--- config.mk ---
export PLATFORM = sky130hd
export DESIGN_NAME = bj_card_dispatcher_flat
export DESIGN_NICKNAME = d
export VERILOG_FILES = /design/src/rtl/bj_card_dispatcher_if.sv /design/src/rtl/bj_card_dispatcher.sv /design/src/flat_wrapper.sv
export SDC_FILE = /design/constraint.sdc
export NUM_CORES = 1
export LEC_CHECK = 0
export CORE_UTILIZATION = 38
export CTS_CLUSTER_SIZE = 20
export DETAILED_ROUTE_END_ITERATION = 6
export PLACE_DENSITY = 0.76
export SYNTH_ARGS = -nofsm -noshare
export SYNTH_HDL_FRONTEND = slang
export SYNTH_SLANG_ARGS = --single-unit
export TNS_END_PERCENT = 10
--- constraint.sdc ---
create_clock -name clk_i -period 1.8 [get_ports clk_i]
set_input_delay 0.54 -clock clk_i [delete_from_list [all_inputs] [get_ports clk_i]]
set_output_delay 0.54 -clock clk_i [all_outputs]
set_load 0.01 [all_outputs]
--- src/rtl/bj_card_dispatcher_if.sv ---
// Game-side and generator-side signals of the blackjack card dispatcher.
// slave is the dispatcher's view; master is the game FSM / generator side.
interface bj_card_dispatcher_if;
    logic       new_round_i;
    logic       player_hit_i;
    logic       dealer_hit_i;
    logic       request_card_o;
    logic [7:0] card_i;
    logic [7:0] card_o;
    logic       card_valid_o;
    logic       card_dest_o;
    logic       player_ack_o;
    logic       dealer_ack_o;
    logic       deal_done_o;
    logic       busy_o;
    logic       err_o;
    logic [5:0] player_score_o;
    logic [5:0] dealer_score_o;
    logic       player_bust_o;
    logic       dealer_bust_o;

    modport slave (
        input  new_round_i, player_hit_i, dealer_hit_i, card_i,
        output request_card_o, card_o, card_valid_o, card_dest_o,
               player_ack_o, dealer_ack_o, deal_done_o, busy_o, err_o,
               player_score_o, dealer_score_o, player_bust_o, dealer_bust_o
    );

    modport master (
        output new_round_i, player_hit_i, dealer_hit_i, card_i,
        input  request_card_o, card_o, card_valid_o, card_dest_o,
               player_ack_o, dealer_ack_o, deal_done_o, busy_o, err_o,
               player_score_o, dealer_score_o, player_bust_o, dealer_bust_o
    );
endinterface

--- src/rtl/bj_card_dispatcher.sv ---
// Shares one card generator between player and dealer: opening deal, then round-robin hits.
// Define SCORE_TRACK_EN to add per-side saturating hand totals and bust handling.
module bj_card_dispatcher #(
    parameter int CARD_LATENCY = 2,
    parameter int MAX_RETRY    = 3
) (
    input  logic                 clk_i,
    input  logic                 rst_i,
    bj_card_dispatcher_if.slave  bus
);
    localparam logic [2:0] IDLE    = 3'd0;
    localparam logic [2:0] REQ     = 3'd1;
    localparam logic [2:0] WAIT    = 3'd2;
    localparam logic [2:0] CAPTURE = 3'd3;
    localparam logic [2:0] DELIVER = 3'd4;

    localparam logic [3:0] LAT_LOAD = 4'(CARD_LATENCY - 1);
    localparam int         RW       = $clog2(MAX_RETRY + 1) + 1;

    logic [2:0]    state;
    logic [3:0]    lat_cnt;
    logic [7:0]    hold;
    logic [RW-1:0] retry;
    logic          deal_act;
    logic [1:0]    slot;
    logic          job_deal;
    logic          job_dest;
    logic          rr;
    logic          err;

    logic rank_ok, round_go, pick_d, go_hit, nocard;
    logic p_bust, d_bust;

    assign rank_ok  = (hold[3:0] != 4'd0) && (hold[3:0] <= 4'd13);
    assign round_go = bus.new_round_i && !deal_act;
    // rr set means the dealer wins a tie; a lone requester always wins.
    assign pick_d   = bus.dealer_hit_i && (!bus.player_hit_i || rr);
    assign go_hit   = (state == IDLE) && !deal_act && !bus.new_round_i
                      && (bus.player_hit_i || bus.dealer_hit_i);
    assign nocard   = go_hit && (pick_d ? d_bust : p_bust);

    always_ff @(posedge clk_i or posedge rst_i) begin
        if (rst_i) begin
            state    <= IDLE;
            lat_cnt  <= 4'd0;
            hold     <= 8'd0;
            retry    <= '0;
            deal_act <= 1'b0;
            slot     <= 2'd0;
            job_deal <= 1'b0;
            job_dest <= 1'b0;
            rr       <= 1'b0;
            err      <= 1'b0;
        end else begin
            if (round_go) begin
                deal_act <= 1'b1;
                slot     <= 2'd0;
                err      <= 1'b0;
            end
            case (state)
                IDLE: begin
                    if (deal_act) begin
                        job_deal <= 1'b1;
                        job_dest <= slot[0];
                        state    <= REQ;
                    end else if (go_hit) begin
                        rr <= ~pick_d;
                        if (!nocard) begin
                            job_deal <= 1'b0;
                            job_dest <= pick_d;
                            state    <= REQ;
                        end
                    end
                end
                REQ: begin
                    lat_cnt <= LAT_LOAD;
                    state   <= WAIT;
                end
                WAIT: begin
                    if (lat_cnt == 4'd0) begin
                        hold  <= bus.card_i;
                        state <= CAPTURE;
                    end else begin
                        lat_cnt <= lat_cnt - 4'd1;
                    end
                end
                CAPTURE: begin
                    if (rank_ok) begin
                        state <= DELIVER;
                    end else if (retry == RW'(MAX_RETRY)) begin
                        // Give up on this slot; the whole deal goes with it.
                        err      <= 1'b1;
                        deal_act <= 1'b0;
                        retry    <= '0;
                        state    <= IDLE;
                    end else begin
                        retry <= retry + RW'(1);
                        state <= REQ;
                    end
                end
                DELIVER: begin
                    retry <= '0;
                    if (job_deal) begin
                        slot <= slot + 2'd1;
                        if (slot == 2'd3)
                            deal_act <= 1'b0;
                    end
                    state <= IDLE;
                end
                default: state <= IDLE;
            endcase
        end
    end

    logic deliver;
    assign deliver = (state == DELIVER);

    assign bus.request_card_o = (state == REQ);
    assign bus.card_valid_o   = deliver;
    assign bus.card_o         = deliver ? hold : 8'd0;
    assign bus.card_dest_o    = deliver && job_dest;
    assign bus.player_ack_o   = (deliver && !job_deal && !job_dest) || (nocard && !pick_d);
    assign bus.dealer_ack_o   = (deliver && !job_deal &&  job_dest) || (nocard &&  pick_d);
    assign bus.deal_done_o    = deliver && job_deal && (slot == 2'd3);
    assign bus.busy_o         = (state != IDLE);
    assign bus.err_o          = err;

`ifdef SCORE_TRACK_EN
    logic [5:0] p_score, d_score;
    logic [3:0] val;

    // Face cards count 10; the ace counts 1.
    always_comb val = (hold[3:0] >= 4'd10) ? 4'd10 : hold[3:0];

    function automatic logic [5:0] sat_add(input logic [5:0] a, input logic [3:0] b);
        logic [6:0] s;
        s = {1'b0, a} + {3'b0, b};
        return s[6] ? 6'h3F : s[5:0];
    endfunction

    always_ff @(posedge clk_i or posedge rst_i) begin
        if (rst_i) begin
            p_score <= 6'd0;
            d_score <= 6'd0;
        end else if (round_go) begin
            p_score <= 6'd0;
            d_score <= 6'd0;
        end else if (deliver) begin
            if (job_dest) d_score <= sat_add(d_score, val);
            else          p_score <= sat_add(p_score, val);
        end
    end

    assign p_bust             = (p_score > 6'd21);
    assign d_bust             = (d_score > 6'd21);
    assign bus.player_score_o = p_score;
    assign bus.dealer_score_o = d_score;
    assign bus.player_bust_o  = p_bust;
    assign bus.dealer_bust_o  = d_bust;
`else
    assign p_bust             = 1'b0;
    assign d_bust             = 1'b0;
    assign bus.player_score_o = 6'd0;
    assign bus.dealer_score_o = 6'd0;
    assign bus.player_bust_o  = 1'b0;
    assign bus.dealer_bust_o  = 1'b0;
`endif

endmodule
--- src/flat_wrapper.sv ---
// flat-port wrapper written by rule: the top's interface ports become plain ports
module bj_card_dispatcher_flat 
#(
    parameter int CARD_LATENCY = 2,
    parameter int MAX_RETRY    = 3
)
  (clk_i, rst_i, bus_new_round_i, bus_player_hit_i, bus_dealer_hit_i, bus_card_i, bus_request_card_o, bus_card_o, bus_card_valid_o, bus_card_dest_o, bus_player_ack_o, bus_dealer_ack_o, bus_deal_done_o, bus_busy_o, bus_err_o, bus_player_score_o, bus_dealer_score_o, bus_player_bust_o, bus_dealer_bust_o);
  bj_card_dispatcher_if bus_i ();
  input  logic clk_i;
  input  logic rst_i;
  input wire logic [$bits(bus_i.new_round_i)-1:0] bus_new_round_i;
  input wire logic [$bits(bus_i.player_hit_i)-1:0] bus_player_hit_i;
  input wire logic [$bits(bus_i.dealer_hit_i)-1:0] bus_dealer_hit_i;
  input wire logic [$bits(bus_i.card_i)-1:0] bus_card_i;
  output wire logic [$bits(bus_i.request_card_o)-1:0] bus_request_card_o;
  output wire logic [$bits(bus_i.card_o)-1:0] bus_card_o;
  output wire logic [$bits(bus_i.card_valid_o)-1:0] bus_card_valid_o;
  output wire logic [$bits(bus_i.card_dest_o)-1:0] bus_card_dest_o;
  output wire logic [$bits(bus_i.player_ack_o)-1:0] bus_player_ack_o;
  output wire logic [$bits(bus_i.dealer_ack_o)-1:0] bus_dealer_ack_o;
  output wire logic [$bits(bus_i.deal_done_o)-1:0] bus_deal_done_o;
  output wire logic [$bits(bus_i.busy_o)-1:0] bus_busy_o;
  output wire logic [$bits(bus_i.err_o)-1:0] bus_err_o;
  output wire logic [$bits(bus_i.player_score_o)-1:0] bus_player_score_o;
  output wire logic [$bits(bus_i.dealer_score_o)-1:0] bus_dealer_score_o;
  output wire logic [$bits(bus_i.player_bust_o)-1:0] bus_player_bust_o;
  output wire logic [$bits(bus_i.dealer_bust_o)-1:0] bus_dealer_bust_o;
  assign bus_i.new_round_i = bus_new_round_i;
  assign bus_i.player_hit_i = bus_player_hit_i;
  assign bus_i.dealer_hit_i = bus_dealer_hit_i;
  assign bus_i.card_i = bus_card_i;
  assign bus_request_card_o = bus_i.request_card_o;
  assign bus_card_o = bus_i.card_o;
  assign bus_card_valid_o = bus_i.card_valid_o;
  assign bus_card_dest_o = bus_i.card_dest_o;
  assign bus_player_ack_o = bus_i.player_ack_o;
  assign bus_dealer_ack_o = bus_i.dealer_ack_o;
  assign bus_deal_done_o = bus_i.deal_done_o;
  assign bus_busy_o = bus_i.busy_o;
  assign bus_err_o = bus_i.err_o;
  assign bus_player_score_o = bus_i.player_score_o;
  assign bus_dealer_score_o = bus_i.dealer_score_o;
  assign bus_player_bust_o = bus_i.player_bust_o;
  assign bus_dealer_bust_o = bus_i.dealer_bust_o;
  bj_card_dispatcher #(.CARD_LATENCY(CARD_LATENCY), .MAX_RETRY(MAX_RETRY)) u_core (.clk_i(clk_i), .rst_i(rst_i), .bus(bus_i));
endmodule
==> impl_metrics.py <==
metrics = {
    "worst_setup_path": {
        "crit_path_max_incr_delay_ns": 0.43,
        "path_cells": "or3b_4 -> inv_6 -> buf_12 -> and2_4 -> buf_6",
        "startpoint_type": "flip-flop",
        "path_max_fanout": 7,
        "path_class": "reg -> out",
        "rr_worst_depth": 5,
        "critPathArrivalTime_ns": 1.54,
        "end_kind": "output pin",
        "cp.required_ns": 1.26,
        "slowest_stage": "or3b_4",
    },
    "global_routing": {
        "grt.total_usage_pct": 16.7,
        "grt_pass1_wl_um": 5210,
        "grt_pass1_vias": 1177,
        "grt_overflow_total": 0,
        "antenna_found_initial": 0,
        "grt_max_degree": 26,
    },
    "route": {
        "wl_per_cell_um": 13.5,
        "antenna_left": 0,
        "drcViolationCount": 0,
        "drt-initial-drc-count": 35,
        "firstDrtPassIters": 4,
        "vias": 1132,
        "via_per_inst": 4.99,
        "wl_um": 3070,
    },
    "synthesis": {
        "yosys-top-cells-area": "dfrtp_1 44%, buf_4 7.9%, mux2_2 6.3%, and2_1 4.4%, ha_1 3.5%",
        "yosys.area.top_type_share_pct": 43.9,
        "synth.avg_cell_area_sq_um": 10.3,
        "ys.flop_type": "dfrtp_1",
        "synth_edf_count": 0,
        "synth_largest_area_cell": "dfrtp_1",
        "async_reset_ff_share_pct": 100,
        "yosysSeqAreaShare_pct": 43.9,
        "postSynthCellCount": 138,
        "ys_types": 41,
        "syn_area_sq_um": 1430,
        "yosysWarningCount": 0,
        "synthTopCellsByCount": "25 x dfrtp_1, 15 x buf_4, 10 x and2_1, 8 x inv_1, 8 x mux2_2",
        "synth.most_common_cell": "dfrtp_1",
        "synth-seq-cells": 25,
    },
    "die": {
        "die_x_um": 63.3,
        "dieArea_sq_um": 4000,
        "rows": 21,
        "coreArea_sq_um": 3470,
        "start_util_pct": 41.1,
        "io_pins": 43,
        "dieHeight_um": 63.3,
    },
    "cts": {
        "clock_sinks": 25,
        "clk_pin_slew_ns": 0.09,
        "cts.path.max_buffers": 2,
        "ctsHtreeMaxLevel": 1,
        "worstSkewPairLatency_ns": 0.27,
        "cts_tree": "done",
        "cts-buffers-inserted": 3,
        "cts_root_buffer": "clkbuf_8",
    },
    "power": {
        "power_density_nw_per_um2": 1420,
        "vdd_drop_max_uv": 634,
        "power.static_leakage_nw": 0.900,
    },
    "placed_design": {
        "hpwl_um": 2270,
        "gp_congestion": 0.818,
        "dp.cells": 221,
        "dp_slack_ns": -0.431,
        "port-buffer-count": 28,
    },
    "finish": {
        "areaGrowthSynthToFinish_pct": 36.1,
        "post-route-util_pct": 56.0,
        "final_cells": 227,
        "nets": 199,
        "drive_gt1_share_pct": 37.6,
        "fill_cells": 313,
        "diodes": 0,
    },
    "timing": {
        "rsz0062_at_grt": "true",
        "holdWs_ns": 0.508,
        "postLayoutSetupSlackWorst_ns": -0.276,
        "post-route-period-util_pct": 115,
        "period_needed_ns": 2.08,
        "fmax_mhz": 482,
        "finalSetupTns_ns": -3.15,
        "finClkSkew_ns": 0.00141,
        "setup_viol": 14,
        "slew_viol_final": 0,
        "hold_viol": 0,
    },
    "min_path": {
        "holdPathStages": 1,
        "holdCritPathClass": "reg -> reg",
    },
    "run_status": {
        "violations": "negative setup slack",
        "status": "finished with violations",
    },
    "flow_run": {
        "cap_viol_max_count": 0,
    },
}
[final timing paths]
kind                                         from           endpoint  slack [ns]
worst max-delay path              u_core.state[1]      bus_card_o[3]       -0.28
worst min-delay path            u_core.lat_cnt[0]  u_core.lat_cnt[0]        0.51
worst max register to register    u_core.state[1]  u_core.lat_cnt[3]        0.08
worst min register to register  u_core.lat_cnt[0]  u_core.lat_cnt[0]        0.51
max in group asynchronous                   rst_i          u_core.rr        0.92
min in group asynchronous                   rst_i     u_core.hold[6]        0.62
[routing by layer]
metal / wire length (um) / share of wire, % / GRT usage, % / vias to the layer above
li1: - / - / - / 544
met1: 1280 / 42 / 19.1 / 552
met2: 1640 / 54 / 30.1 / 29
met3: 77 / 2.5 / 1.81 / 7
met4: 70 / 2.3 / 9.09 / 0
met5: 0 / 0 / 0 / -
[worst max-delay path, delay by kind of cell (launching register included)]
family,cells,cell delay (ns)
buf+inv,3,0.30
flops,1,0.39
simple gates,2,0.57
[logic make-up (layout without fill, tap and decap cells)]
kind of cell / count (synthesis) / in the layout / synth area share [%]
buffers and inverters: 26 / 56 / 11.4
xor gates and xnor gates: 1 / 1 / 0.614
AOI/OAI and AO/OA: 23 / 23 / 11.9
adders and majority gates: 4 / 4 / 3.51
DFF: 25 / 25 / 43.9
other: 1 / 14 / 0.263
and+or+nand+nor: 48 / 48 / 20.7
muxes: 10 / 10 / 7.72
[repair_timing]
item	4_1_cts	5_1_grt
endpoints found under the hold margin	0	0
hold buffers	0	0
buffers inserted	1	1
gates resized for setup	80	5
pin swaps	4	5
gates cloned	0	0
setup endpoints to repair	15	23
[power breakdown]
part	switching (mW)	internal (mW)
clock	0.183	0.155
sequential	0.191	0.798
combinational	0.634	0.788
[area by class of cell]
class	instances	area [sq um]	share of cell area [%]
Sequential cell	25	626	32.2
Inverter	8	35.0	1.81
Clock buffer	3	41.3	2.13
Clock inverter	1	5.00	0.258
Timing Repair Buffer	44	415	21.4
Multi-Input combinational cell	100	761	39.2
Tap cell	46	57.6	2.97
[sequential cells by signal (all words and copies together) (netlist names)]
signal and flops:
u_core.hold 8, u_core.lat_cnt 4, u_core.retry 3, u_core.state 3, u_core.slot 2, u_core.bus.err_o 1
u_core.deal_act 1, u_core.job_deal 1, u_core.job_dest 1, u_core.rr 1
[layout by cell type, fill, tap and decap left out, types with 3 or more instances in the layout]
cell type / n
inv_1: 7
clkbuf_8: 3
nand2_1: 5
ha_1: 4
and2_4: 9
buf_2: 5
mux2_2: 8
conb_1: 14
buf_6: 14
clkdlybuf4s50_1: 13
dfrtp_1: 25
a21oi_1: 5
nor2b_1: 3
o21ai_0: 3
nor2_1: 6
buf_4: 11
[stage by stage]
stage	power (mW)	cell area, sq um
3_5_place_dp	2.30	1820
2_1_floorplan	1.82	1510
3_3_place_gp	2.23	1820
6_report	2.75	1940
5_1_grt	2.96	1940
4_1_cts	2.71	1910
(Power assumes the default switching activity.)
